## src/rtl/link_pkg.sv

```systemverilog
// Shared link-layer definitions: K-code symbols, framer state encoding and
// ordered-set type encoding with a decode helper.
package link_pkg;

    localparam logic [7:0] K_STP = 8'hfb;
    localparam logic [7:0] K_SDP = 8'h5c;
    localparam logic [7:0] K_END = 8'hfd;
    localparam logic [7:0] K_EDB = 8'hfe;
    localparam logic [7:0] K_SKP = 8'h1c;
    localparam logic [7:0] K_IDL = 8'h7c;
    localparam logic [7:0] K_FTS = 8'h3c;
    localparam logic [7:0] K_COM = 8'hbc;

    typedef enum logic [1:0] {
        ST_IDLE = 2'd0,
        ST_PKT  = 2'd1,
        ST_OS   = 2'd2
    } framer_state_e;

    typedef enum logic [1:0] {
        OS_SKP = 2'd0,
        OS_FTS = 2'd1,
        OS_IDL = 2'd2
    } os_type_e;

    typedef struct packed {
        logic     hit;
        os_type_e kind;
    } os_sym_t;

    function automatic os_sym_t os_decode(input logic [7:0] code);
        os_sym_t r;
        r.hit  = 1'b1;
        r.kind = OS_SKP;
        case (code)
            K_SKP:   r.kind = OS_SKP;
            K_FTS:   r.kind = OS_FTS;
            K_IDL:   r.kind = OS_IDL;
            default: r.hit  = 1'b0;
        endcase
        return r;
    endfunction

endpackage

```

## src/rtl/rx_framer_if.sv

```systemverilog
// Byte stream in / framed packet and ordered-set events out.
// slave is the framer's view, master is the upstream/consumer view.
interface rx_framer_if #(parameter int LEN_W = 7);
    logic             valid_in;
    logic [7:0]       data_in;
    logic [7:0]       control_in;
    logic             pkt_valid;
    logic [7:0]       pkt_data;
    logic             pkt_sop;
    logic             pkt_eop;
    logic             pkt_err;
    logic             pkt_type;
    logic [LEN_W-1:0] pkt_len;
    logic             os_valid;
    logic [1:0]       os_type;
    logic             framing_err;

    modport slave (
        input  valid_in, data_in, control_in,
        output pkt_valid, pkt_data, pkt_sop, pkt_eop, pkt_err, pkt_type, pkt_len,
        output os_valid, os_type, framing_err
    );

    modport master (
        output valid_in, data_in, control_in,
        input  pkt_valid, pkt_data, pkt_sop, pkt_eop, pkt_err, pkt_type, pkt_len,
        input  os_valid, os_type, framing_err
    );
endinterface

```

## src/rtl/framer_os_detect.sv

```systemverilog
// COM-led ordered-set matcher: after start, expects three identical
// SKP/FTS/IDL symbols; flags done on the third and mismatch on anything else.
module framer_os_detect
    import link_pkg::*;
(
    input  logic       clk,
    input  logic       reset,
    input  logic       start,
    input  logic       sym_valid,
    input  logic [7:0] sym,
    output logic       done,
    output os_type_e   os_type,
    output logic       mismatch
);

    logic [1:0] cnt_r;
    os_type_e   type_r;
    os_sym_t    dec_s;
    logic       match_s;

    // Classify the current symbol against the latched ordered-set type.
    always_comb begin
        dec_s = os_decode(sym);
        if (cnt_r == 2'd0) begin
            match_s = dec_s.hit;
        end else begin
            match_s = dec_s.hit && (dec_s.kind == type_r);
        end
        done     = sym_valid && match_s && (cnt_r == 2'd2);
        mismatch = sym_valid && !match_s;
        os_type  = type_r;
    end

    // Match counter and latched type; a fresh COM restarts the count.
    always_ff @(posedge clk or posedge reset) begin
        if (reset) begin
            cnt_r  <= 2'd0;
            type_r <= OS_SKP;
        end else if (start) begin
            cnt_r <= 2'd0;
        end else if (sym_valid) begin
            if (match_s && (cnt_r != 2'd2)) begin
                cnt_r <= cnt_r + 2'd1;
                if (cnt_r == 2'd0) begin
                    type_r <= dec_s.kind;
                end
            end else begin
                cnt_r <= 2'd0;
            end
        end
    end

endmodule

```

## src/rtl/rx_framer.sv

```systemverilog
// Receive framer: STP/SDP..END/EDB packets to byte beats, COM ordered sets to events.
// Optional RX_FRAMER_STATS_EN adds saturating pkt_count / err_count outputs.
module rx_framer
    import link_pkg::*;
#(
    parameter int MAX_LEN = 64,
    parameter int LEN_W   = 7
) (
    input  logic        clk,
    input  logic        reset,
    rx_framer_if.slave  bus
`ifdef RX_FRAMER_STATS_EN
    ,
    output logic [15:0] pkt_count,
    output logic [15:0] err_count
`endif
);

    framer_state_e    state_r, nxt_state_s;
    logic [7:0]       hold_r;
    logic             hold_full_r, hold_first_r;
    logic [LEN_W-1:0] len_r;
    logic             type_r;

    logic beat_s, eop_s, bad_s, ferr_s, load_s, drop_s;
    logic pkt_start_s, os_start_s, os_fire_s, idle_proc_s;
    logic is_data_s, is_end_s, is_pkt_k_s;
    logic os_done_s, os_mismatch_s;
    os_type_e os_kind_s;

    assign is_data_s  = (bus.control_in == 8'h00);
    assign is_end_s   = (bus.control_in == K_END) || (bus.control_in == K_EDB);
    assign is_pkt_k_s = (bus.control_in == K_STP) || (bus.control_in == K_SDP);

    framer_os_detect u_os_detect (
        .clk       (clk),
        .reset     (reset),
        .start     (os_start_s),
        .sym_valid (bus.valid_in && (state_r == ST_OS)),
        .sym       (bus.control_in),
        .done      (os_done_s),
        .os_type   (os_kind_s),
        .mismatch  (os_mismatch_s)
    );

    // Next-state and per-cycle action decode; IDLE handling is shared so a
    // terminating K-code in PKT/OS can be re-interpreted in the same cycle.
    always_comb begin
        nxt_state_s = state_r;
        beat_s      = 1'b0;
        eop_s       = 1'b0;
        bad_s       = 1'b0;
        ferr_s      = 1'b0;
        load_s      = 1'b0;
        drop_s      = 1'b0;
        pkt_start_s = 1'b0;
        os_start_s  = 1'b0;
        os_fire_s   = 1'b0;
        idle_proc_s = 1'b0;
        if (bus.valid_in) begin
            case (state_r)
                ST_IDLE: idle_proc_s = 1'b1;
                ST_PKT: begin
                    if (is_data_s) begin
                        beat_s = hold_full_r;
                        if (len_r == LEN_W'(MAX_LEN)) begin
                            eop_s       = 1'b1;
                            bad_s       = 1'b1;
                            ferr_s      = 1'b1;
                            drop_s      = 1'b1;
                            nxt_state_s = ST_IDLE;
                        end else begin
                            load_s = 1'b1;
                        end
                    end else if (is_end_s) begin
                        drop_s      = 1'b1;
                        nxt_state_s = ST_IDLE;
                        if (hold_full_r) begin
                            beat_s = 1'b1;
                            eop_s  = 1'b1;
                            bad_s  = (bus.control_in == K_EDB);
                        end else begin
                            ferr_s = 1'b1;
                        end
                    end else begin
                        beat_s      = hold_full_r;
                        eop_s       = 1'b1;
                        bad_s       = 1'b1;
                        ferr_s      = 1'b1;
                        drop_s      = 1'b1;
                        nxt_state_s = ST_IDLE;
                        idle_proc_s = is_pkt_k_s || (bus.control_in == K_COM);
                    end
                end
                ST_OS: begin
                    if (os_done_s) begin
                        os_fire_s   = 1'b1;
                        nxt_state_s = ST_IDLE;
                    end else if (os_mismatch_s) begin
                        ferr_s      = 1'b1;
                        nxt_state_s = ST_IDLE;
                        idle_proc_s = 1'b1;
                    end else begin
                        nxt_state_s = ST_OS;
                    end
                end
                default: nxt_state_s = ST_IDLE;
            endcase
            if (idle_proc_s) begin
                if (is_pkt_k_s) begin
                    pkt_start_s = 1'b1;
                    nxt_state_s = ST_PKT;
                end else if (bus.control_in == K_COM) begin
                    os_start_s  = 1'b1;
                    nxt_state_s = ST_OS;
                end else if (is_data_s) begin
                    nxt_state_s = ST_IDLE;
                end else begin
                    ferr_s      = 1'b1;
                    nxt_state_s = ST_IDLE;
                end
            end else begin
                os_start_s = 1'b0;
            end
        end else begin
            nxt_state_s = state_r;
        end
    end

    // State, hold register and registered outputs.
    always_ff @(posedge clk or posedge reset) begin
        if (reset) begin
            state_r         <= ST_IDLE;
            hold_r          <= 8'h00;
            hold_full_r     <= 1'b0;
            hold_first_r    <= 1'b0;
            len_r           <= {LEN_W{1'b0}};
            type_r          <= 1'b0;
            bus.pkt_valid   <= 1'b0;
            bus.pkt_data    <= 8'h00;
            bus.pkt_sop     <= 1'b0;
            bus.pkt_eop     <= 1'b0;
            bus.pkt_err     <= 1'b0;
            bus.pkt_type    <= 1'b0;
            bus.pkt_len     <= {LEN_W{1'b0}};
            bus.os_valid    <= 1'b0;
            bus.os_type     <= 2'd0;
            bus.framing_err <= 1'b0;
        end else begin
            state_r         <= nxt_state_s;
            bus.pkt_valid   <= beat_s;
            bus.pkt_data    <= beat_s ? hold_r : 8'h00;
            bus.pkt_sop     <= beat_s && hold_first_r;
            bus.pkt_eop     <= beat_s && eop_s;
            bus.pkt_err     <= beat_s && eop_s && bad_s;
            bus.pkt_len     <= (beat_s && eop_s) ? len_r : {LEN_W{1'b0}};
            bus.os_valid    <= os_fire_s;
            bus.framing_err <= ferr_s;
            if (beat_s) begin
                bus.pkt_type <= type_r;
            end
            if (os_fire_s) begin
                bus.os_type <= os_kind_s;
            end
            if (drop_s) begin
                hold_full_r <= 1'b0;
            end else if (load_s) begin
                hold_r       <= bus.data_in;
                hold_full_r  <= 1'b1;
                hold_first_r <= !hold_full_r;
                len_r        <= len_r + LEN_W'(1'b1);
            end
            if (pkt_start_s) begin
                type_r <= (bus.control_in == K_SDP);
                len_r  <= {LEN_W{1'b0}};
            end
        end
    end

`ifdef RX_FRAMER_STATS_EN
    logic [16:0] err_sum_s;
    assign err_sum_s = {1'b0, err_count} + 17'(ferr_s) + 17'(beat_s && eop_s && bad_s);

    // Saturating good-packet and error-event counters.
    always_ff @(posedge clk or posedge reset) begin
        if (reset) begin
            pkt_count <= 16'h0000;
            err_count <= 16'h0000;
        end else begin
            if (beat_s && eop_s && !bad_s && (pkt_count != 16'hffff)) begin
                pkt_count <= pkt_count + 16'h0001;
            end
            err_count <= err_sum_s[16] ? 16'hffff : err_sum_s[15:0];
        end
    end
`endif

endmodule

```

## src/flat_wrapper.sv

```systemverilog
// flat-port wrapper written by rule: the top's interface ports become plain ports
module rx_framer_flat import link_pkg::*;
#(
    parameter int MAX_LEN = 64,
    parameter int LEN_W   = 7
)
  (clk, reset, bus_valid_in, bus_data_in, bus_control_in, bus_pkt_valid, bus_pkt_data, bus_pkt_sop, bus_pkt_eop, bus_pkt_err, bus_pkt_type, bus_pkt_len, bus_os_valid, bus_os_type, bus_framing_err);
  rx_framer_if #(.LEN_W(LEN_W)) bus_i ();
  input  logic clk;
  input  logic reset;
  input wire logic [$bits(bus_i.valid_in)-1:0] bus_valid_in;
  input wire logic [$bits(bus_i.data_in)-1:0] bus_data_in;
  input wire logic [$bits(bus_i.control_in)-1:0] bus_control_in;
  output wire logic [$bits(bus_i.pkt_valid)-1:0] bus_pkt_valid;
  output wire logic [$bits(bus_i.pkt_data)-1:0] bus_pkt_data;
  output wire logic [$bits(bus_i.pkt_sop)-1:0] bus_pkt_sop;
  output wire logic [$bits(bus_i.pkt_eop)-1:0] bus_pkt_eop;
  output wire logic [$bits(bus_i.pkt_err)-1:0] bus_pkt_err;
  output wire logic [$bits(bus_i.pkt_type)-1:0] bus_pkt_type;
  output wire logic [$bits(bus_i.pkt_len)-1:0] bus_pkt_len;
  output wire logic [$bits(bus_i.os_valid)-1:0] bus_os_valid;
  output wire logic [$bits(bus_i.os_type)-1:0] bus_os_type;
  output wire logic [$bits(bus_i.framing_err)-1:0] bus_framing_err;
  assign bus_i.valid_in = bus_valid_in;
  assign bus_i.data_in = bus_data_in;
  assign bus_i.control_in = bus_control_in;
  assign bus_pkt_valid = bus_i.pkt_valid;
  assign bus_pkt_data = bus_i.pkt_data;
  assign bus_pkt_sop = bus_i.pkt_sop;
  assign bus_pkt_eop = bus_i.pkt_eop;
  assign bus_pkt_err = bus_i.pkt_err;
  assign bus_pkt_type = bus_i.pkt_type;
  assign bus_pkt_len = bus_i.pkt_len;
  assign bus_os_valid = bus_i.os_valid;
  assign bus_os_type = bus_i.os_type;
  assign bus_framing_err = bus_i.framing_err;
  rx_framer #(.MAX_LEN(MAX_LEN), .LEN_W(LEN_W)) u_core (.clk(clk), .reset(reset), .bus(bus_i));
endmodule
```

## config.mk

```make
export PLATFORM = sky130hd
export DESIGN_NAME = rx_framer_flat
export DESIGN_NICKNAME = d
export VERILOG_FILES = /design/src/rtl/link_pkg.sv /design/src/rtl/rx_framer_if.sv /design/src/rtl/framer_os_detect.sv /design/src/rtl/rx_framer.sv /design/src/flat_wrapper.sv
export SDC_FILE = /design/constraint.sdc
export NUM_CORES = 1
export LEC_CHECK = 0
export CORE_UTILIZATION = 45
export CTS_CLUSTER_SIZE = 20
export DETAILED_ROUTE_END_ITERATION = 12
export PLACE_DENSITY = 0.7
export SYNTH_ARGS = -nofsm -noshare
export SYNTH_HDL_FRONTEND = slang
export SYNTH_SLANG_ARGS = --single-unit
export TNS_END_PERCENT = 30
```

## constraint.sdc

```tcl
create_clock -name clk -period 5.2 [get_ports clk]
set_input_delay 1.04 -clock clk [delete_from_list [all_inputs] [get_ports clk]]
set_output_delay 1.04 -clock clk [all_outputs]
set_load 0.03 [all_outputs]
```

==> impl_metrics.tcl, run 1 <==
set metrics [dict create \
    outcome "completed" \
    place_hpwl_um 3300 \
    antenna_found_initial 0 \
    wl_per_cell_um 14.3 \
    tightestPinTransition_ns 1.16 \
    worstPathRequired_ns 5.36 \
    mostFrequentLayoutCells "dfrtp_1, clkdlybuf4s50_1, nor2_1" \
    fmax_mhz 282 \
    start_util_pct 46.6 \
    cts_tree "done" \
    power_density_nw_per_um2 222 \
    hold_class "reg -> reg" \
    clk-insertion-delay-late_ns 0.29 \
    min_to "u_core.bus.pkt_data[0]" \
    ant_nets 0 \
    r2r_end "u_core.len_r[6]" \
    layout-drive-gt1-share_pct 10.6 \
    grt_pass1_vias 1616 \
    crit_arrival_ns 3.70 \
    critPathLaunchType "primary input" \
    grt_max_degree 49 \
    leakage_nw 1.30 \
    finalWeightedCongestion 0.889 \
    worstSetupPathType "in -> reg" \
    first_pass_iters 4 \
    io_buffers 42 \
    wl_um 4660 \
    layout_commonest_cell "dfrtp_1" \
    cts_buffer_depth 2 \
    irDropWorstVdd_uv 121 \
    rsz0062_at_grt "false" \
    fin_nets 282 \
    maxCapViolations 0 \
    synthesis.nets 242 \
    syn_avg_cell_area_um2 11.1 \
    instances_no_fill 325 \
    clock_skew_ns 0.00526 \
    slew_violations 0 \
    cts_root_buffer "clkbuf_8" \
    syn_inst 215 \
    fin_setup_tns_ns 0 \
    fin_util_pct 57.5 \
    post-route-period-util_pct 68.1 \
    die_h_um 74.7 \
    die_area_um2 5590 \
    hp-start "u_core.hold_r[0]" \
    clkSlewWorstSetupHoldPaths_ns 0.09 \
    holdPathStages 1 \
    postCtsSetupRepairBufs 0 \
    cts_buffers 5 \
    crit_fanout 18 \
    cts_hold_buf 0 \
    min_period_ns 3.54 \
    grt_pass1_wl_um 7750 \
    drtIter0Drc 136 \
    fp.coreArea_um2 5110 \
    r2r-start "u_core.len_r[0]" \
    synth_edf_count 0 \
    setup_viol 0 \
    placed_cells 318 \
    async_flop_share_pct 100 \
    r2r_slack_ns 2.60 \
    insertedDiodeCount 0 \
    maxSlewHeadroom_pct 22.3 \
    die-width_um 74.7 \
    ys_ff_latch 48 \
    ios 43 \
    grt-ovfl-total 0 \
    track_usage_pct 18.8 \
    cts-resized-gates 0 \
    ys_seq_area_share_pct 50.4 \
    finalHoldViolCount 0 \
    yosysWarnings 0 \
    yosys_most_used_dff "dfrtp_1" \
    ys_types 50 \
    htreeDepth 2 \
    syn2layout_area_growth_pct 23.3 \
    via_per_inst 5.49 \
    rows 26 \
    crit_path_end_kind "register" \
    num_vias 1784 \
    rr_worst_depth 7 \
    clock_sinks 48 \
    syn_area_um2 2380 \
    fillers 460 \
    drc_errors 0 \
]
-- flip-flops by register name (all words and copies together), names as in the netlist, 2 cells and up --
register	count
u_core.bus.pkt_data	8
u_core.u_os_detect.os_type	2
u_core.state_r	2
u_core.hold_r	8
u_core.u_os_detect.cnt_r	2
u_core.bus.pkt_len	7
u_core.bus.os_type	2
u_core.len_r	7
-- routing by layer --
| layer | global-route usage [%] | share of wire, % | vias up |
|---|---|---|---|
| met4 | 6.92 | 1.1 | 0 |
| met1 | 25.4 | 45 | 859 |
| li1 | - | - | 850 |
| met2 | 29.6 | 48 | 70 |
| met5 | 0 | 0 | - |
| met3 | 4.42 | 6.2 | 5 |
-- kinds of logic after synthesis --
| family | share of synthesized area (%) |
|---|---|
| flops | 50.4 |
| mux | 7.46 |
| buf+inv | 4.20 |
| compound gates | 12.9 |
| fa+ha+maj | 4.20 |
| xor+xnor | 2.57 |
| simple gates | 18.2 |
-- report_power, final --
part           total, mW  internal, mW  switching (mW)
clock              0.226         0.106           0.120
combinational     0.0490        0.0212          0.0278
sequential         0.377         0.375         0.00124
-- critical path: stages --
cell             delay [ns]
clkdlybuf4s50_1        0.59
or4_4                  0.58
a2111oi_4              1.04
nand4_1                0.21
xor2_1                 0.19
nor2_1                 0.06
-- cells in the mapped netlist (2+ instances only) --
| library cell | number | share of area, % |
|---|---|---|
| nand2_1 | 10 | 1.6 |
| xor2_1 | 6 | 2.2 |
| nor4_1 | 5 | 1.3 |
| nand4_1 | 5 | 1.3 |
| nor2_1 | 18 | 2.8 |
| a2111o_1 | 2 | 0.95 |
| a31o_2 | 3 | 1.1 |
| inv_1 | 15 | 2.4 |
| o21ai_0 | 2 | 0.42 |
| nand3_1 | 8 | 1.7 |
| o31ai_1 | 2 | 0.63 |
| ha_1 | 8 | 4.2 |
| o22ai_1 | 2 | 0.53 |
| a21oi_1 | 3 | 0.63 |
| mux2_2 | 8 | 3.8 |
| a311oi_1 | 3 | 1.1 |
| mux2_1 | 6 | 2.8 |
| and3_1 | 6 | 1.6 |
| mux2i_1 | 2 | 0.84 |
| buf_2 | 2 | 0.42 |
| a31oi_1 | 2 | 0.53 |
| a2111oi_2 | 2 | 1.3 |
| clkbuf_1 | 6 | 0.95 |
| dfrtp_1 | 48 | 50 |
| and2_1 | 14 | 3.7 |
| nand2b_1 | 2 | 0.53 |
| a41oi_1 | 2 | 0.74 |
-- stage by stage --
step	setup WS, ns	area [um^2]	hold WS, ns	power [mW]
2_1_floorplan	2.30	2380	0.446	0.411
3_3_place_gp	1.40	2850	0.453	0.433
3_5_place_dp	1.35	2850	0.461	0.433
4_1_cts	1.67	2940	0.482	0.660
5_1_grt	1.44	2940	0.497	0.680
6_report	1.66	2940	0.473	0.652
-- area by class of cell --
class	count	area [um^2]	share of cell area, %
clock buffers	6	82.6	2.81
clock inverters	1	8.76	0.298
inverters	15	56.3	1.92
multi-input cells	143	1080	36.8
flip-flops and latches	48	1200	40.9
well taps	70	87.6	2.98
repair buffers	42	420	14.3
-- worst max path at each step --
stage                            startpoint               end  cells past startpoint
after floorplan           bus_control_in[2]  u_core.hold_r[0]                      5
after global placement    bus_control_in[4]   u_core.len_r[6]                      6
after detailed placement  bus_control_in[4]   u_core.len_r[6]                      6
after CTS                 bus_control_in[4]   u_core.len_r[6]                      6
after global routing      bus_control_in[4]   u_core.len_r[6]                      6
final                     bus_control_in[4]   u_core.len_r[6]                      6
(Power assumes the default switching activity.)
==> run 2: changes to the inputs <==
Settings changed: PLACE_DENSITY 0.7 to 0.73.
Clock period 5.2 ns to 3.17 ns, I/O delays scaled along.
==> impl_metrics.tcl, run 2 (synthesis results as in run 1) <==
set metrics [dict create \
    outcome "completed" \
    syn2layout_area_growth_pct 26.2 \
    place_hpwl_um 3440 \
    fin_util_pct 58.8 \
    grt-busiest-layer "met2" \
    cts-resized-gates 0 \
    power_density_nw_per_um2 359 \
    gr-usage-met3_pct 4.15 \
    tightestPinTransition_ns 0.531 \
    htreeDepth 2 \
    r2r_slack_ns 1.06 \
    met2_usage_pct 31.5 \
    grt_max_degree 35 \
    worstPathRequired_ns 3.37 \
    finalWeightedCongestion 0.887 \
    min_to "u_core.bus.pkt_data[5]" \
    fin_setup_tns_ns 0 \
    largestRegisters "u_core.bus.pkt_data (8), u_core.hold_r (8)" \
    hp-start "u_core.hold_r[5]" \
    first_pass_iters 4 \
    rows 26 \
    cts_buffers 5 \
    maxSlewHeadroom_pct 64.6 \
    irDropWorstVdd_uv 204 \
    r2r_end "u_core.hold_r[6]" \
    start_util_pct 46.6 \
    cts_root_buffer "clkbuf_8" \
    wl_um 4720 \
    fillers 463 \
    post-route-period-util_pct 82.6 \
    io_buffers 42 \
    clock_sinks 48 \
    cpPeakStageDelay_ns 0.54 \
    wl_per_cell_um 14.1 \
    grt-ovfl-total 0 \
    hold_class "reg -> reg" \
    crit_arrival_ns 2.82 \
    crit_path_end_kind "register" \
    drc_errors 0 \
    fin_nets 291 \
    slew_violations 0 \
    postCtsSetupRepairBufs 0 \
    holdPathStages 1 \
    crit_chain "clkdlybuf4s50_1 -> nand4bb_1 -> or2_0 -> a2111oi_2 -> nand3_1 -> mux2_2" \
    critPathTopFamily "simple AND/OR/NAND/NOR gates" \
    insertedDiodeCount 0 \
    die-width_um 74.7 \
    setup_slack_ns 0.551 \
    drtIter0Drc 134 \
    fp.coreArea_um2 5110 \
    finalHoldViolCount 0 \
    setup_viol 0 \
    grt_pass1_wl_um 8110 \
    total_power_mw 1.08 \
    rsz0062_at_grt "false" \
    fmax_mhz 382 \
    clkSlewWorstSetupHoldPaths_ns 0.09 \
    track_usage_pct 19.6 \
    die_area_um2 5590 \
    via_per_inst 5.36 \
    crit_fanout 7 \
    critPathLaunchType "primary input" \
    leakage_nw 1.34 \
    rr_worst_depth 6 \
    cts_buffer_depth 2 \
    clk-insertion-delay-late_ns 0.31 \
    cts_tree "done" \
    cts_hold_buf 0 \
    ios 43 \
    crit_buf_inv 1 \
    grt_pass1_vias 1678 \
    use_met1_pct 26.5 \
    num_vias 1791 \
    antenna_found_initial 0 \
    min_period_ns 2.62 \
    pre_cts_ws_ns 0.229 \
    cp_slowest_cell "clkdlybuf4s50_1" \
    whs_ns 0.481 \
    maxCapViolations 0 \
    worstSetupPathType "in -> reg" \
    layout-drive-gt1-share_pct 13.6 \
    clock_skew_ns 0.0107 \
    layout_commonest_cell "dfrtp_1" \
    r2r-start "u_core.len_r[0]" \
    ant_nets 0 \
    mostFrequentLayoutCells "dfrtp_1, clkdlybuf4s50_1, nor2_1" \
    die_h_um 74.7 \
]
==> run 2: power breakdown <==
group	internal [mW]	switching, mW
Combinational	0.0387	0.0479
Clock	0.174	0.201
Sequential	0.616	0.00182
==> run 2: layout make-up <==
class	count	area (um^2)	share of cell area [%]
Clock inverter	1	8.76	0.292
Timing Repair Buffer	51	488	16.2
Sequential cell	48	1200	40.0
Clock buffer	6	82.6	2.75
Tap cell	70	87.6	2.92
Inverter	15	56.3	1.87
Multi-Input combinational cell	143	1080	35.9
==> run 2: per-layer routing <==
layer  part of all wire (%)  vias up
li1                       -      869
met1                     45      865
met2                     48       52
met3                    4.7        5
met4                    1.4        0
met5                      0        -
==> run 2: worst reg2reg max path, delay by kind of cell (launching register included) <==
family,cells,cell delay [ns]
buf+inv,2,0.39
fa+ha+maj,1,0.21
simple gates,1,0.27
compound gates,1,0.35
mux,1,0.37
flops,1,0.40
==> run 2: worst max path at each step <==
stage                                 start  depth (start not counted)                             to  slack (ns)
after floorplan           bus_control_in[2]                          5               u_core.hold_r[0]        0.68
after global placement    bus_control_in[0]                          5          u_core.bus.os_type[0]        0.25
after detailed placement  bus_control_in[0]                          5          u_core.bus.os_type[0]        0.23
after CTS                 bus_control_in[0]                          5          u_core.bus.os_type[0]        0.54
after global routing      bus_control_in[0]                          8                u_core.len_r[5]        0.39
final                     bus_control_in[0]                          6  u_core.u_os_detect.os_type[0]        0.55
==> run 2: through the flow <==
| step | cells | instance area [um^2] |
|---|---|---|
| 6_report | 334 | 3000 |
| 5_1_grt | 334 | 3000 |
| 4_1_cts | 334 | 3000 |
| 3_5_place_dp | 327 | 2910 |
| 3_3_place_gp | 327 | 2910 |
| 2_1_floorplan | 215 | 2380 |
==> patch 1 (settings of run 1) <==
`LEN_W` is set to 7 in 3 places; all go to 8.
--- a/src/rtl/rx_framer_if.sv
+++ b/src/rtl/rx_framer_if.sv
@@ -1,6 +1,6 @@
 // Byte stream in / framed packet and ordered-set events out.
 // slave is the framer's view, master is the upstream/consumer view.
-interface rx_framer_if #(parameter int LEN_W = 7);
+interface rx_framer_if #(parameter int LEN_W = 8);
     logic             valid_in;
     logic [7:0]       data_in;
     logic [7:0]       control_in;
--- a/src/rtl/rx_framer.sv
+++ b/src/rtl/rx_framer.sv
@@ -4,7 +4,7 @@
     import link_pkg::*;
 #(
     parameter int MAX_LEN = 64,
-    parameter int LEN_W   = 7
+    parameter int LEN_W   = 8
 ) (
     input  logic        clk,
     input  logic        reset,
--- a/src/flat_wrapper.sv
+++ b/src/flat_wrapper.sv
@@ -2,7 +2,7 @@
 module rx_framer_flat import link_pkg::*;
 #(
     parameter int MAX_LEN = 64,
-    parameter int LEN_W   = 7
+    parameter int LEN_W   = 8
 )
   (clk, reset, bus_valid_in, bus_data_in, bus_control_in, bus_pkt_valid, bus_pkt_data, bus_pkt_sop, bus_pkt_eop, bus_pkt_err, bus_pkt_type, bus_pkt_len, bus_os_valid, bus_os_type, bus_framing_err);
   rx_framer_if #(.LEN_W(LEN_W)) bus_i ();
Ports: changed (resized bus_pkt_len); port bits go from 43 to 44. The function was not compared with the original's and may differ.
==> patch 1 against run 1 <==
Routed wire length decreased by 9.5%; area after synthesis down 1.8%; combinational power shrank 16%; cell area is 0.55% lower; worst setup slack worse by 0.031 ns; sequential cell count up 2; first-iteration DRC count shrank 34%; total power rose by 2.1%; critical path type unchanged.
==> patch 1: results (changes against run 1) <==
Status
  • Outcome: complete, no violations (unchanged)

Pwr
  • Leak: 1.35 nW (was 1.30 nW)
  • Worst vdd ir: 163 uV (was 121 uV)

Final layout
  • Nets: 278 (was 282)
  • Final std cells w/o fill: 319 (was 325)

Worst setup path
  • Critical path origin: bus_control_in[0] (was bus_control_in[4])
  • Worst Setup EP: u_core.type_r$_DFFE_PP0N_ (was u_core.len_r[6]$_DFFE_PP0P_)
  • Worst reg-to-reg path cell count: 9 (was 7)
  • Slowest cell on the critical path: or4_1 (was a2111oi_4)
  • R2R setup slack: 2.80 ns (was 2.60 ns)
  • Crit path max fanout: 10 (was 18)
  • Delay-heaviest family, CP: simple AND/OR/NAND/NOR gates (was compound AO/OA/AOI/OAI gates)

GRT
  • First-pass GRT wire length: 7.41 mm (was 7.75 mm)
  • Largest net degree at the start of global routing: 51 (was 49)
  • GR Util met2: 0.272 (was 0.296)
  • Met3 GRT Util: 0.0379 (was 0.0442)
  • Vias in the first global route: 1588 (was 1616)
  • Gr usage total: 0.179 (was 0.188)
  • Global Route met1 Usage: 0.253 (was 0.254)

Synth
  • Avg Inst Size Synth: 11.2 sq um (was 11.1 sq um)
  • Post-synthesis xor/xnor area fraction: 0.0337 (was 0.0257)
  • Synth Area in Compound Gates: 0.0803 (was 0.129)
  • Multiplexer area fraction after synthesis: 0.0760 (was 0.0746)
  • Distinct cell type count after synthesis: 45 (was 50)
  • Seq/Total Area, Yosys: 0.535 (was 0.504)
  • Post-synth net total: 235 (was 242)
  • Adder-Cell Fraction of Synth Area: 0.0428 (was 0.0420)
  • Synth cell count leaders: dfrtp_1, and2_1, nand2_1, mux2_2, nor2_1 (was dfrtp_1, nor2_1, inv_1, and2_1, nand2_1)
  • Synth top area cells: dfrtp_1, mux2_2, and2_1 (was dfrtp_1, ha_1, mux2_2)

STA
  • Clk_skew: 0.0104 ns (was 0.00526 ns)
  • Slew @ Worst Pin: 0.963 ns (was 1.16 ns)

Detailed routing
  • Vias per inst: 5.22 (was 5.49)
  • TritonRoute pass-1 iters: 4 (unchanged)
  • Met1 Wirelength: 2.04 mm (was 2.09 mm)
  • Initial DRC count: 90 (was 136)
  • Final WL: 4.22 mm (was 4.66 mm)

Placed design
  • Routability Congestion: 0.807 (was 0.889)
  • HPWL after detailed placement: 3.18 mm (was 3.30 mm)
  • Cells after DPL: 311 (was 318)

Hold path
  • HP Start: u_core.hold_r[7]$_DFFE_PP0P_ (was u_core.hold_r[0]$_DFFE_PP0P_)
==> patch 1: cell count changes in the layout (fill, tap and decap cells not counted), moves of 4 or more <==
cell     change
mux2_1       -6
nor2_1       -4
mux2_2       +6
nand3_1      -5
nand2_1      +5
and2_1       +4
==> patch 1: layout make-up <==
class / count / area, sq um
clock buffer: 6 / 82.6
fill: 422 / 1930
inverter: 13 / 48.8
tap: 67 / 83.8
multi-input combinational: 137 / 1000
timing repair buffer: 44 / 438
clock inverter: 2 / 16.3
sequential: 50 / 1250
==> patch 1: worst min-delay path by stage <==
stage                                  endpoint  slack (ns)  cells past startpoint
4_1_cts        u_core.bus.pkt_data[7]$_DFF_PP0_        0.48                      1
3_3_place_gp   u_core.bus.pkt_data[7]$_DFF_PP0_        0.45                      1
6_report       u_core.bus.pkt_data[7]$_DFF_PP0_        0.48                      1
5_1_grt        u_core.bus.pkt_data[7]$_DFF_PP0_        0.50                      1
3_5_place_dp   u_core.bus.pkt_data[7]$_DFF_PP0_        0.46                      1
2_1_floorplan  u_core.bus.pkt_data[0]$_DFF_PP0_        0.45                      1
==> patch 1: worst register-to-register path: cells and delay by family, from the launching register on <==
kind / cells / cell delay, ns
xor+xnor: 1 / 0.17
flops: 1 / 0.45
buf+inv: 2 / 0.35
compound gates: 1 / 0.34
simple gates: 4 / 0.79
fa+ha+maj: 1 / 0.18
==> patch 1: cell families after synthesis <==
family                   after synthesis
AO/OA/AOI/OAI                         23
XOR/XNOR                               9
adder cells (fa/ha/maj)                8
buffers and inverters                 21
flip-flops                            50
multiplexers                          16
AND/OR/NAND/NOR                       81
==> patch 1: report_power, final <==
group / internal, mW / switching, mW / total, mW
Sequential: 0.390 / 0.00177 / 0.392
Combinational: 0.0183 / 0.0231 / 0.0414
Clock: 0.109 / 0.123 / 0.232
Total: 0.518 / 0.147 / 0.665
==> patch 2 (flow settings as in run 1) <==
Without the edit above. Encoding of `framer_state_e`: now one-hot (3 bits for 3 states).
--- a/src/rtl/link_pkg.sv
+++ b/src/rtl/link_pkg.sv
@@ -11,10 +11,10 @@
     localparam logic [7:0] K_FTS = 8'h3c;
     localparam logic [7:0] K_COM = 8'hbc;
 
-    typedef enum logic [1:0] {
-        ST_IDLE = 2'd0,
-        ST_PKT  = 2'd1,
-        ST_OS   = 2'd2
+    typedef enum logic [2:0] {
+        ST_IDLE = 3'b001,
+        ST_PKT  = 3'b010,
+        ST_OS   = 3'b100
     } framer_state_e;
 
     typedef enum logic [1:0] {
Behaviour: same outputs for any inputs over 10 cycles, from zero or initial values and one cycle with reset high; not proved beyond that.
==> patch 2 against run 1 <==
Cell area fell by 0.98%; die area fell by 2.0%; critical path depth up 1; largest power group unchanged; critical endpoint unchanged; worst hold slack improved by 0.0020 ns; count of clock-buffer cells in the layout is the same; sequential power rose by 3%; worst setup slack gained 0.46 ns; routed wire length decreased by 8.4%; area after synthesis fell by 2.0%; clock power increased by 5%; synthesized cell count shrank 5.1%; total power grew 3.9%; sequential cell count rose by 1.
==> patch 2: results (changes against run 1) <==
Status
  • Outcome: complete, no violations (unchanged)

Final layout
  • Share of layout cells above drive strength 1: 0.124 (was 0.106)
  • FILL cells: 425 (was 460)
  • Nets: 271 (was 282)

GRT
  • Gr usage total: 0.172 (was 0.188)
  • First-pass GRT wire length: 7.14 mm (was 7.75 mm)
  • Global Route met1 Usage: 0.235 (was 0.254)
  • GR Util met2: 0.277 (was 0.296)
  • Largest net degree at the start of global routing: 50 (was 49)
  • Vias in the first global route: 1590 (was 1616)
  • Met3 GRT Util: 0.0447 (was 0.0442)

Detailed routing
  • Final WL: 4.27 mm (was 4.66 mm)
  • Initial DRC count: 70 (was 136)
  • Routed met3 length: 183 microns (was 290 microns)
  • Vias per inst: 5.25 (was 5.49)

Worst setup path
  • CP peak stage delay: 0.75 ns (was 1.04 ns)
  • R2R setup slack: 3.01 ns (was 2.60 ns)
  • Worst reg-to-reg path cell count: 6 (was 7)
  • Slowest cell on the critical path: nor3b_4 (was a2111oi_4)
  • Critical path origin: bus_control_in[6] (was bus_control_in[4])
  • Crit path max fanout: 17 (was 18)
  • Delay-heaviest family, CP: simple AND/OR/NAND/NOR gates (was compound AO/OA/AOI/OAI gates)
  • WP data arrival: 3.27 ns (was 3.70 ns)

Pwr
  • Sw Ratio: 0.236 (was 0.228)
  • Leak: 1.32 nW (was 1.30 nW)
  • Worst vdd ir: 116 uV (was 121 uV)

Synth
  • Cell count after synthesis: 204 (was 215)
  • Multiplexer area fraction after synthesis: 0.0815 (was 0.0746)
  • Adder-Cell Fraction of Synth Area: 0.0215 (was 0.0420)
  • Post-synthesis xor/xnor area fraction: 0.0300 (was 0.0257)
  • Post-synth top flop: dfrtp_1 (unchanged)
  • Post-synth net total: 227 (was 242)
  • Synth cell count leaders: dfrtp_1, nand2_1, and3_1, inv_1 (was dfrtp_1, nor2_1, inv_1, and2_1, nand2_1)
  • Synth Area in Compound Gates: 0.0783 (was 0.129)
  • Seq/Total Area, Yosys: 0.526 (was 0.504)
  • Synth top area cells: dfrtp_1, and3_1, mux2_2 (was dfrtp_1, ha_1, mux2_2)

Placed design
  • Cells after DPL: 308 (was 318)
  • Pre-CTS worst setup slack: 1.79 ns (was 1.35 ns)
  • Placement Cell Area: 2810 sq um (was 2850 sq um)
  • Routability Congestion: 0.870 (was 0.889)
  • HPWL after detailed placement: 3.00 mm (was 3.30 mm)

Clock tree
  • CTS Buffer Depth: 2 (unchanged)
  • Hold_buf cts: 0 (unchanged)
  • Worst-path clk slew: 0.09 ns (about the same)
  • CTS buffer count: 5 (unchanged)

STA
  • Slew @ Worst Pin: 0.969 ns (was 1.16 ns)
  • Shortest period the worst path allows: 3.08 ns (was 3.54 ns)
  • Worst Hold Slack: 0.475 ns (was 0.473 ns)

Hold path
  • HP Start: u_core.hold_r[7]$_DFFE_PP0P_ (was u_core.hold_r[0]$_DFFE_PP0P_)
  • Worst Hold Path EP: u_core.bus.pkt_data[7]$_DFF_PP0_ (was u_core.bus.pkt_data[0]$_DFF_PP0_)
## patch 2: cell types whose count changed after synthesis, moves of 4 or more
cell and delta:
nand2_1 +4, nor2_1 -7, nand3_1 -5, and3_1 +7, clkbuf_1 -4, ha_1 -4
## patch 2: power groups by stage
stage / logic (mW) / clock network (mW) / registers [mW]
global placement: 0.0523 / 0 / 0.394
finish: 0.0521 / 0.238 / 0.387
global route: 0.0576 / 0.260 / 0.387
floorplan: 0.0260 / 0 / 0.395
CTS: 0.0525 / 0.248 / 0.387
detailed placement: 0.0525 / 0 / 0.394
## patch 2: layout make-up
type                    instances  area [sq um]  area share
flip-flops and latches         49          1230       0.422
multi-input cells             138          1030       0.355
repair buffers                 42           420       0.145
well taps                      67          83.8      0.0288
clock buffers                   6          82.6      0.0284
inverters                      12          45.0      0.0155
clock inverters                 2          17.5     0.00602
